[config.mk]
export PLATFORM = sky130hd
export DESIGN_NAME = pc_branch_unit
export DESIGN_NICKNAME = d
export VERILOG_FILES = /design/src/rtl/risc_pkg.sv /design/src/rtl/branch_cond.sv /design/src/rtl/pc_branch_unit.sv
export SDC_FILE = /design/constraint.sdc
export NUM_CORES = 1
export LEC_CHECK = 0
export BUFFER_PORTS_ARGS = -buffer_cell sky130_fd_sc_hd__clkbuf_2
export CAP_MARGIN = 20
export CELL_PAD_IN_SITES_DETAIL_PLACEMENT = 1
export CELL_PAD_IN_SITES_GLOBAL_PLACEMENT = 2
export CORE_MARGIN = 2
export CORE_UTILIZATION = 27
export CTS_CLUSTER_SIZE = 8
export DETAILED_ROUTE_END_ITERATION = 7
export GPL_ROUTABILITY_DRIVEN = 0
export GPL_TIMING_DRIVEN = 1
export PLACE_DENSITY = 0.88
export SLEW_MARGIN = 10
export SYNTH_ARGS = -nofsm -noshare
export SYNTH_HDL_FRONTEND = slang
export SYNTH_SLANG_ARGS = --single-unit
[constraint.sdc]
create_clock -name clk -period 1.8 [get_ports clk]
set_input_delay 0.18 -clock clk [delete_from_list [all_inputs] [get_ports clk]]
set_output_delay 0.18 -clock clk [all_outputs]
set_load 0.03 [all_outputs]
[src/rtl/risc_pkg.sv]
// Shared definitions for the branch/PC datapath: branch opcodes, flag bit
// positions, sequencer states and word width.
package risc_pkg;

  localparam int WORD_W = 32;

  localparam logic [3:0] BR_NONE = 4'b0000;
  localparam logic [3:0] BR_B    = 4'b0001;
  localparam logic [3:0] BR_BL   = 4'b0010;
  localparam logic [3:0] BR_BR   = 4'b0011;
  localparam logic [3:0] BR_BLTZ = 4'b0100;
  localparam logic [3:0] BR_BZ   = 4'b0101;
  localparam logic [3:0] BR_BNZ  = 4'b0110;
  localparam logic [3:0] BR_BCY  = 4'b0111;
  localparam logic [3:0] BR_BNCY = 4'b1000;
  localparam logic [3:0] BR_HALT = 4'b1001;

  localparam int FLAG_ZERO  = 0;
  localparam int FLAG_NEG   = 1;
  localparam int FLAG_CARRY = 2;

  localparam logic [1:0] S_INIT = 2'd0;
  localparam logic [1:0] S_RUN  = 2'd1;
  localparam logic [1:0] S_HALT = 2'd2;

  // Fetch addresses are always word aligned; low two bits are dropped.
  function automatic logic [WORD_W-1:0] word_align(input logic [WORD_W-1:0] addr);
    return {addr[WORD_W-1:2], 2'b00};
  endfunction

endpackage

[src/rtl/branch_cond.sv]
// Combinational branch resolution: decides whether the current branch op
// redirects the PC and whether it writes the link register.
module branch_cond
  import risc_pkg::*;
(
  input  logic [3:0]        br_op,
  input  logic [FLAG_NEG:0] flags,   // zero/negative flags of the current instruction
  input  logic              carry_q,
  output logic              take,
  output logic              is_link
);

  always_comb begin
    // NOTE: every output gets a default first so no path leaves it unassigned (no latch).
    take    = 1'b0;
    is_link = 1'b0;
    case (br_op)
      BR_B:    take = 1'b1;
      BR_BL: begin
        take    = 1'b1;
        is_link = 1'b1;
      end
      BR_BR:   take = 1'b1;
      BR_BLTZ: take = flags[FLAG_NEG];
      BR_BZ:   take = flags[FLAG_ZERO];
      BR_BNZ:  take = !flags[FLAG_ZERO];
      BR_BCY:  take = carry_q;
      BR_BNCY: take = !carry_q;
      default: take = 1'b0;
    endcase
  end

endmodule

[src/rtl/pc_branch_unit.sv]
// Program counter owner: sequences fetch addresses, resolves branches,
// generates flush/link pulses and keeps the carry latch for bcy/bncy.
module pc_branch_unit
  import risc_pkg::*;
#(
  parameter logic [WORD_W-1:0] RESET_VECTOR = 32'h0000_0000,
  parameter logic [WORD_W-1:0] PC_STEP      = 32'd4
) (
  input  logic              clk,
  input  logic              rst,
  input  logic              en,
  input  logic [3:0]        br_op,
  input  logic [2:0]        flags,
  input  logic              carry_we,
  input  logic [WORD_W-1:0] rs_val,
  input  logic [WORD_W-1:0] target,
  output logic [WORD_W-1:0] pc,
  output logic              taken,
  output logic              link_we,
  output logic [WORD_W-1:0] link_data,
  output logic              halted
);

  logic [1:0]        state;
  logic              carry_q;
  logic              take;
  logic              is_link;
  logic [WORD_W-1:0] seq_pc;
  logic [WORD_W-1:0] next_pc;

  branch_cond u_branch_cond (
    .br_op   (br_op),
    .flags   (flags[FLAG_NEG:0]),
    .carry_q (carry_q),
    .take    (take),
    .is_link (is_link)
  );

  // Sequential increment wraps modulo 2^32 by construction.
  assign seq_pc  = pc + PC_STEP;
  assign next_pc = !take           ? seq_pc :
                   (br_op == BR_BR) ? word_align(rs_val) : word_align(target);

  always_ff @(posedge clk or negedge rst) begin
    if (!rst) begin
      pc        <= RESET_VECTOR;
      carry_q   <= 1'b0;
      taken     <= 1'b0;
      link_we   <= 1'b0;
      link_data <= '0;
      halted    <= 1'b0;
      state     <= S_INIT;
    end else if (!en) begin
      // Stall: hold state but drop pulses so they never repeat.
      taken   <= 1'b0;
      link_we <= 1'b0;
    end else begin
      // NOTE: state registers use non-blocking assignment so every update sees pre-edge values.
      taken   <= 1'b0;
      link_we <= 1'b0;
      case (state)
        S_INIT: state <= S_RUN;
        S_RUN: begin
          if (carry_we) carry_q <= flags[FLAG_CARRY];
          if (br_op == BR_HALT) begin
            state  <= S_HALT;
            halted <= 1'b1;
          end else begin
            pc      <= next_pc;
            taken   <= take;
            link_we <= is_link;
            if (is_link) link_data <= seq_pc;
          end
        end
        default: halted <= 1'b1;
      endcase
    end
  end

endmodule

# After elaboration in Yosys (flattened, before gate mapping)
# Index checks and enable logic that the tools add are counted.
dict set report word_totals {
  regBits 70
  input_bits 75
  out_inout_bits 67
  wordCells 45
}
dict set report classes {
  n_addsub 1
  eq_ne 11
  muxes 14
  n_bitwise 2
  n_reduce_logical 10
}
# op count
set ops {}
lappend ops {{two-way mux 32 bit} 2}
lappend ops {{adder 32 x 3 -> 32 bit (second input constant)} 1}
lappend ops {{equality test 4 x 3 -> 1 bit (second input constant)} 4}
lappend ops {{AND reduction 3 bit} 4}
lappend ops {{equality test 4 x 2 -> 1 bit (second input constant)} 2}
lappend ops {{equality test 4 bit (second input constant)} 2}
lappend ops {{two-way mux 1 bit} 8}
lappend ops {{one-hot mux 1 bit (6 select lines)} 1}
lappend ops {{equality test 4 x 1 -> 1 bit (second input constant)} 1}
lappend ops {{one-hot mux 2 bit (2 select lines)} 1}
lappend ops {{AND reduction 4 bit} 1}
lappend ops {{OR reduction 3 bit} 1}
lappend ops {{equality test 2 x 1 -> 1 bit (second input constant)} 1}
lappend ops {{zero test 1 bit} 2}
lappend ops {{zero test 2 bit} 1}
lappend ops {{two-way mux 2 bit} 1}
lappend ops {{!= test 2 bit (second input constant)} 1}
lappend ops {{NOT 1 bit} 2}
lappend ops {{one-hot mux 1 bit (2 select lines)} 1}
lappend ops {{nonzero test 2 bit} 1}

# Longest topological paths before layout
# Gate-level depths: netlist (run 1).
dict set report depth {
  depth_word 6
  mapped_depth 7
  depth_no_buf 6
}

# Modules after synthesis
# A second synthesis (run 1) with hierarchy kept.
dict set report hier_totals {
  cells_unflattened 479
  area_unflattened_um2 4346.7
}
# module instances cells_per_inst area_per_inst_um2 seq_area_each_um2
set by_module_without_submodules {}
lappend by_module_without_submodules {pc_branch_unit 1 470 4272.8 1651.6}
lappend by_module_without_submodules {branch_cond 1 9 73.8 0.0}

# Worst setup path after synthesis (run 1)
# No wires, ideal clock.
dict set report synth_timing {
  path_kind {register to register}
  from {reg pc[2]}
  to {reg pc[20]}
  setup_time_ps 71
  arrival_time_ps 2109
  required_time_ps 1729
  setup_slack_ps -380
  stages_incl_launch_ff 7
  path_buffers 0
  synth_period_minus_slack_ps 2180
  path_cell_list {dfrtp_1 ha_1 nand4_1 nor4_2 nand4_1 or4_1 nand4_1}
}
dict set report synth_between {
  elab_chain_cells 2
}
# item line
set synth_lines {}
lappend synth_lines {{start: declaration} pc_branch_unit.sv:17} ;# output logic [WORD_W-1:0] pc,
lappend synth_lines {{start signal: assignment} pc_branch_unit.sv:69} ;# pc <= next_pc;
lappend synth_lines {{adder 32 x 3 -> 32 bit} pc_branch_unit.sv:40} ;# assign seq_pc = pc + PC_STEP;
lappend synth_lines {{two-way mux 32 bit} pc_branch_unit.sv:41} ;# assign next_pc = !take ? seq_pc :
# Every way passes these cells.
# A chain may end at the register's enable or synchronous reset.

# Worst setup path after layout (run 1)
dict set report layout_timing {
  from {reg pc[2]}
  to {reg pc[13]}
}
# Same word-level chain as after synthesis.

==> impl_metrics.toml, run 1 <==
[status]
status = "finished, violations left"
violations = "setup timing"

[floorplanning]
core-area_um2 = 15100
die-area_um2 = 16400
rows = 45
die_h_um = 128
fp.dieW_um = 128
pin_count = 142
initial_utilization = 0.275

[critical_path]
path_class = "register to register"
reg2reg_depth = 6
cp_top_family = "simple AND/OR/NAND/NOR gates"
max_stage_delay_ns = 0.45
regToRegSetupSlack_ns = -0.11
crit_required_ns = 2.02
cp.buffers_inverters = 1
cpMaxStageDelayCell = "or4_4"
r2r-end = "pc[13]"
critPathCaptureType = "register"
start_kind = "register"
crit_path_cell_trace = "buf_4 > and4_4 > nand2_4 > or4_4 > a31o_1 > a221o_1"
r2r_start = "pc[2]"
crit_arrival_ns = 2.13
cp_max_fo = 5

[detailed_routing]
vias_per_cell = 5.09
drtPass1Iterations = 4
vias = 4300
wl_per_cell_um = 18.0
first_iter_violations = 305
drt_wl_total_um = 15200
drc_errors = 0
final_antenna_net_count = 0

[yosys]
async_flop_share = 1.00
yosys-top-cells-area = "dfrtp_1 (40%), mux2i_1 (5.8%), nand2_1 (5.0%)"
synth_seq_cells = 66
ys_warn_count = 0
synth_area_leader_cell = "dfrtp_1"
syn_inst = 452
syn_area_per_cell_um2 = 9.21
synth-main-ff-cell = "dfrtp_1"
synth_cell_type_count = 64
synth_enable_flop_cells = 0
synthesis.area_um2 = 4160
yosysSeqAreaShare = 0.397
synth_top_area_share = 0.397

[worst_hold_path]
holdPathEnd = "carry_q"
min_path_type = "primary input to register"
hold-path-cell-count = 2
worstHoldStart = "flags[2]"

[finish]
utilization = 0.403
regArea_um2 = 1660
drive_gt1_frac = 0.447
fin_area_um2 = 6110
diodes = 0
fill_cells = 1771
mostFrequentLayoutCells = "clkbuf_2 (132), buf_4 (83), dfrtp_1 (57)"
layout_commonest_cell = "clkbuf_2"
multi_input_area_um2 = 2400
area_growth_pct = 46.8
fin_cells = 844
nets = 727

[clocking]
cts_buffer_depth = 2
cts-root-buf = "clkbuf_16"
cts_tree = "yes"
clk_pin_slew_ns = 0.06
clock_sinks = 66
insertion_delay_ns = 0.33
numCtsBuffers = 9
cts.htree.levels = 3

[global_route]
grt_pass1_wl_um = 23700
grt_max_degree = 67
antenna_found_initial = 0
overflow = 0
grt_pass1_vias = 4407
gr-usage-all-layers = 0.185

[sta]
final-hold-violation-count = 0
slew_viol_final = 0
rsz0062_at_grt = "yes"
skew_ns = 0.00576
timing.final.ws_setup_ns = -0.111
timing.final.crit_share = 1.06
max_freq_ghz = 0.523
holdWs_ns = 0.0812
setup_violations = 8
fin_crit_ns = 1.91

[run]
max_cap_viol_count = 0

[placement]
place_area_um2 = 5480
dp_hpwl_um = 11400
dp_cells = 808
port_buffers = 133

[pwr]
power_frac_seq = 0.379
max-vdd-ir-drop_v = 0.000400
power_switching_uw = 886
cellPowerDensity_nw_per_um2 = 641
p_leak_nw = 2.87
p_comb_frac = 0.098
p_clk_frac = 0.523
p_sw_frac = 0.226
internal_power_mw = 3.03
[worst max-delay path by stage]
stage / startpoint / to / slack [ns] / depth (start not counted)
2_1_floorplan: pc[4] / pc[13] / -0.13 / 6
3_3_place_gp: br_op[2] / pc[16] / -0.08 / 8
3_5_place_dp: br_op[2] / pc[14] / -0.12 / 8
4_1_cts: pc[3] / pc[20] / -0.09 / 7
5_1_grt: pc[3] / pc[20] / -0.18 / 7
6_report: pc[2] / pc[13] / -0.11 / 6
[Yosys cell counts, types with 10 or more instances]
| library cell | n |
|---|---|
| a21oi_1 | 14 |
| buf_2 | 11 |
| clkbuf_1 | 16 |
| dfrtp_1 | 66 |
| mux2_2 | 14 |
| mux2i_1 | 24 |
| nand2_1 | 55 |
| nand3_1 | 39 |
| nand4_1 | 18 |
| nor2_1 | 16 |
| nor3_1 | 14 |
| o21ai_0 | 23 |
| o21ai_1 | 10 |
| xor2_1 | 18 |
[flip-flops by register name, summed over array words and instances, names as in the netlist]
| signal | cells |
|---|---|
| link_data | 30 |
| halted | 1 |
| taken | 1 |
| carry_q | 1 |
| state | 2 |
| pc | 30 |
| link_we | 1 |
[repair_timing]
item | in CTS | in global routing
buffers inserted | 5 | 13
pin swaps | 3 | 9
gates resized for setup | 8 | 20
endpoints found under the setup margin | 16 | 30
endpoints found under the hold margin | 66 | 0
hold buffers | 1 | 0
cloned | 0 | 1
[stage by stage]
step           power, mW  setup TNS (ns)  setup WS (ns)
3_3_place_gp        1.86          -0.262        -0.0800
6_report            3.91          -0.351         -0.111
2_1_floorplan       1.68          -0.275         -0.126
5_1_grt             4.05           -2.45         -0.180
4_1_cts             3.94          -0.170        -0.0933
3_5_place_dp        1.87          -0.827         -0.122
[cell families after synthesis]
| family | after synthesis | share of synthesized area |
|---|---|---|
| AO/OA/AOI/OAI | 83 | 0.133 |
| XOR/XNOR | 27 | 0.0568 |
| adder cells (fa/ha/maj) | 1 | 0.00301 |
| buffers and inverters | 46 | 0.0655 |
| flip-flops | 66 | 0.397 |
| multiplexers | 38 | 0.0956 |
| other | 1 | 0.000901 |
| AND/OR/NAND/NOR | 190 | 0.249 |
[per-layer routing]
metal	GRT usage	vias to the layer above	share of wire
met2	0.303	121	0.48
met5	0	-	0
met1	0.243	2124	0.45
met3	0.0359	21	0.051
met4	0.0711	0	0.020
li1	-	2034	-
[final cells by class]
cell class / count / share of cell area
Clock buffer: 10 / 0.0375
Clock inverter: 6 / 0.0188
Inverter: 6 / 0.00369
Multi-Input combinational cell: 343 / 0.393
Sequential cell: 66 / 0.272
Tap cell: 188 / 0.0385
Timing Repair Buffer: 225 / 0.236
[power groups by stage]
stage | Combinational (mW) | Sequential [mW] | Clock [mW]
floorplan | 0.171 | 1.51 | 0
global placement | 0.349 | 1.51 | 0
detailed placement | 0.360 | 1.51 | 0
CTS | 0.365 | 1.48 | 2.09
global route | 0.415 | 1.48 | 2.15
finish | 0.382 | 1.48 | 2.05
Note: power is estimated with default switching activity, not from simulation.
==> inputs of run 2 (changes only) <==
Settings changed: CTS_BUF_LIST from default to sky130_fd_sc_hd__clkbuf_2, SETUP_SLACK_MARGIN from default to 0.15.
==> run 2 against run 1 <==
Compared with the run above: first-iteration DRC count decreased by 43%; the run still ends with setup timing left; sequential power is essentially flat; cell count rose by 3.8%; cell area rose by 11%; core utilization is 4.4 points higher; global-route usage up 1.0 points; critical path depth did not move; setup slack got worse by 0.070 ns; count of clock-buffer cells in the layout is the same; total power down 24%.
==> impl_metrics.toml, run 2 (same netlist as run 1, synthesis figures left out) <==
[detailed_routing]
vias = 4537
wl_per_cell_um = 19.5
drt_wl_total_um = 17100
drc_errors = 0
final_antenna_net_count = 0
drtPass1Iterations = 4
vias_per_cell = 5.18
first_iter_violations = 174

[worst_hold_path]
holdPathEnd = "pc[5]"
min_path_type = "primary input to register"
hold-path-cell-count = 4
worstHoldStart = "target[5]"

[critical_path]
reg2reg_depth = 6
cp_top_family = "simple AND/OR/NAND/NOR gates"
start_kind = "register"
r2r-end = "pc[13]"
regToRegSetupSlack_ns = -0.18
cp_max_fo = 4
crit_arrival_ns = 2.45
crit_required_ns = 2.27
cp.buffers_inverters = 1
cpMaxStageDelayCell = "dfrtp_2"
path_class = "register to register"
max_stage_delay_ns = 0.47
r2r_start = "pc[3]"
critPathCaptureType = "register"
crit_path_cell_trace = "buf_4 > and4_4 > nand2_4 > or4_4 > a31o_1 > a221o_1"

[sta]
timing.final.crit_share = 1.10
skew_ns = 0.0375
fin_crit_ns = 1.98
final-hold-violation-count = 0
rsz0062_at_grt = "yes"
timing.final.ws_setup_ns = -0.181
setup_tns_ns = -1.68
max_freq_ghz = 0.505
setup_violations = 24
slew_viol_final = 0

[global_route]
met3_usage = 0.0513
top_usage_layer = "met2"
grt_pass1_vias = 4645
grt_pass1_wl_um = 24900
gr-usage-all-layers = 0.196
grt_max_degree = 67
overflow = 0
met2_usage = 0.328
antenna_found_initial = 0
grt_use_met1 = 0.245

[run]
max_cap_viol_count = 0

[clocking]
clock_sinks = 66
cts_buffer_depth = 2
cts_tree = "yes"
insertion_delay_ns = 0.57
cts-root-buf = "clkbuf_2"
numCtsBuffers = 9
clk_pin_slew_ns = 0.23
cts.htree.levels = 3

[floorplanning]
fp.dieW_um = 128
die_h_um = 128
die-area_um2 = 16400
pin_count = 142
initial_utilization = 0.275
rows = 45
core-area_um2 = 15100

[status]
status = "finished, violations left"
violations = "setup timing"

[finish]
layout_commonest_cell = "clkbuf_2"
mostFrequentLayoutCells = "clkbuf_2 (136), buf_4 (69), nand2_1 (52)"
drive_gt1_frac = 0.541
nets = 759
fin_area_um2 = 6780
utilization = 0.448
reg_top3 = "link_data x30, pc x30, state x2"
area_growth_pct = 62.8
diodes = 0

[pwr]
max-vdd-ir-drop_v = 0.000212
p_leak_nw = 3.06
total_power_mw = 2.99
cellPowerDensity_nw_per_um2 = 441

[placement]
dp_slack_ns = -0.135
port_buffers = 133
dp_hpwl_um = 10800
place_area_um2 = 5490
-- run 2: cell count changes in the layout (fill, tap and decap cells not counted), sizes merged --
cell / previous run / this run
clkbuf: 142 / 136
clkinv: 2 / 3
bufinv: 3 / 1
buf: 92 / 114
clkinvlp: 1 / 2
dlygate4sd3: 1 / 17
-- run 2: worst max path at each step --
stage / slack [ns] / startpoint / cells after the start / endpoint
final: -0.18 / pc[3] / 6 / pc[13]
after global routing: -0.31 / pc[3] / 7 / pc[20]
after CTS: -0.12 / pc[3] / 7 / pc[20]
after detailed placement: -0.13 / br_op[2] / 7 / pc[25]
after global placement: -0.07 / br_op[2] / 7 / pc[29]
after floorplan: -0.13 / pc[4] / 6 / pc[13]
-- run 2: area by class of cell --
cell class / count / area (um^2)
Clock inverter: 6 / 57.6
Inverter: 6 / 22.5
Fill cell: 1727 / 8370
Sequential cell: 66 / 1680
Timing Repair Buffer: 257 / 1950
Tap cell: 188 / 235
Multi-Input combinational cell: 343 / 2780
Clock buffer: 10 / 50.0
-- run 2: worst register-to-register path: stages (launching register included) --
cell and delay [ns]:
dfrtp_2 0.47, buf_4 0.14, and4_4 0.24, nand2_4 0.06
or4_4 0.44, a31o_1 0.20, a221o_1 0.32
-- run 2: where the power goes --
group	internal [mW]	switching, mW
logic	0.313	0.265
clock network	0.313	0.612
registers	1.48	0.0000000000000000314
-- run 2: layer usage --
layer | wire, um | share of wire
met3 | 992 | 0.058
met1 | 7160 | 0.42
met5 | 0 | 0
met2 | 8490 | 0.50
met4 | 461 | 0.027
-- run 2: per-stage QoR --
stage / std cells / hold WS (ns)
3_5_place_dp: 793 / 0.246
6_report: 876 / 0.0434
3_3_place_gp: 793 / 0.238
4_1_cts: 854 / 0.00737
2_1_floorplan: 455 / -0.116
5_1_grt: 876 / 0.0134
-- run 2: repair_timing --
item | 4_1_cts | 5_1_grt
pin swaps | 29 | 25
endpoints found under the hold margin | 76 | 1
setup buffers | 27 | 20
hold buffers | 15 | 2
resized for setup | 59 | 74
gates cloned | 3 | 0
setup endpoints to repair | 45 | 60
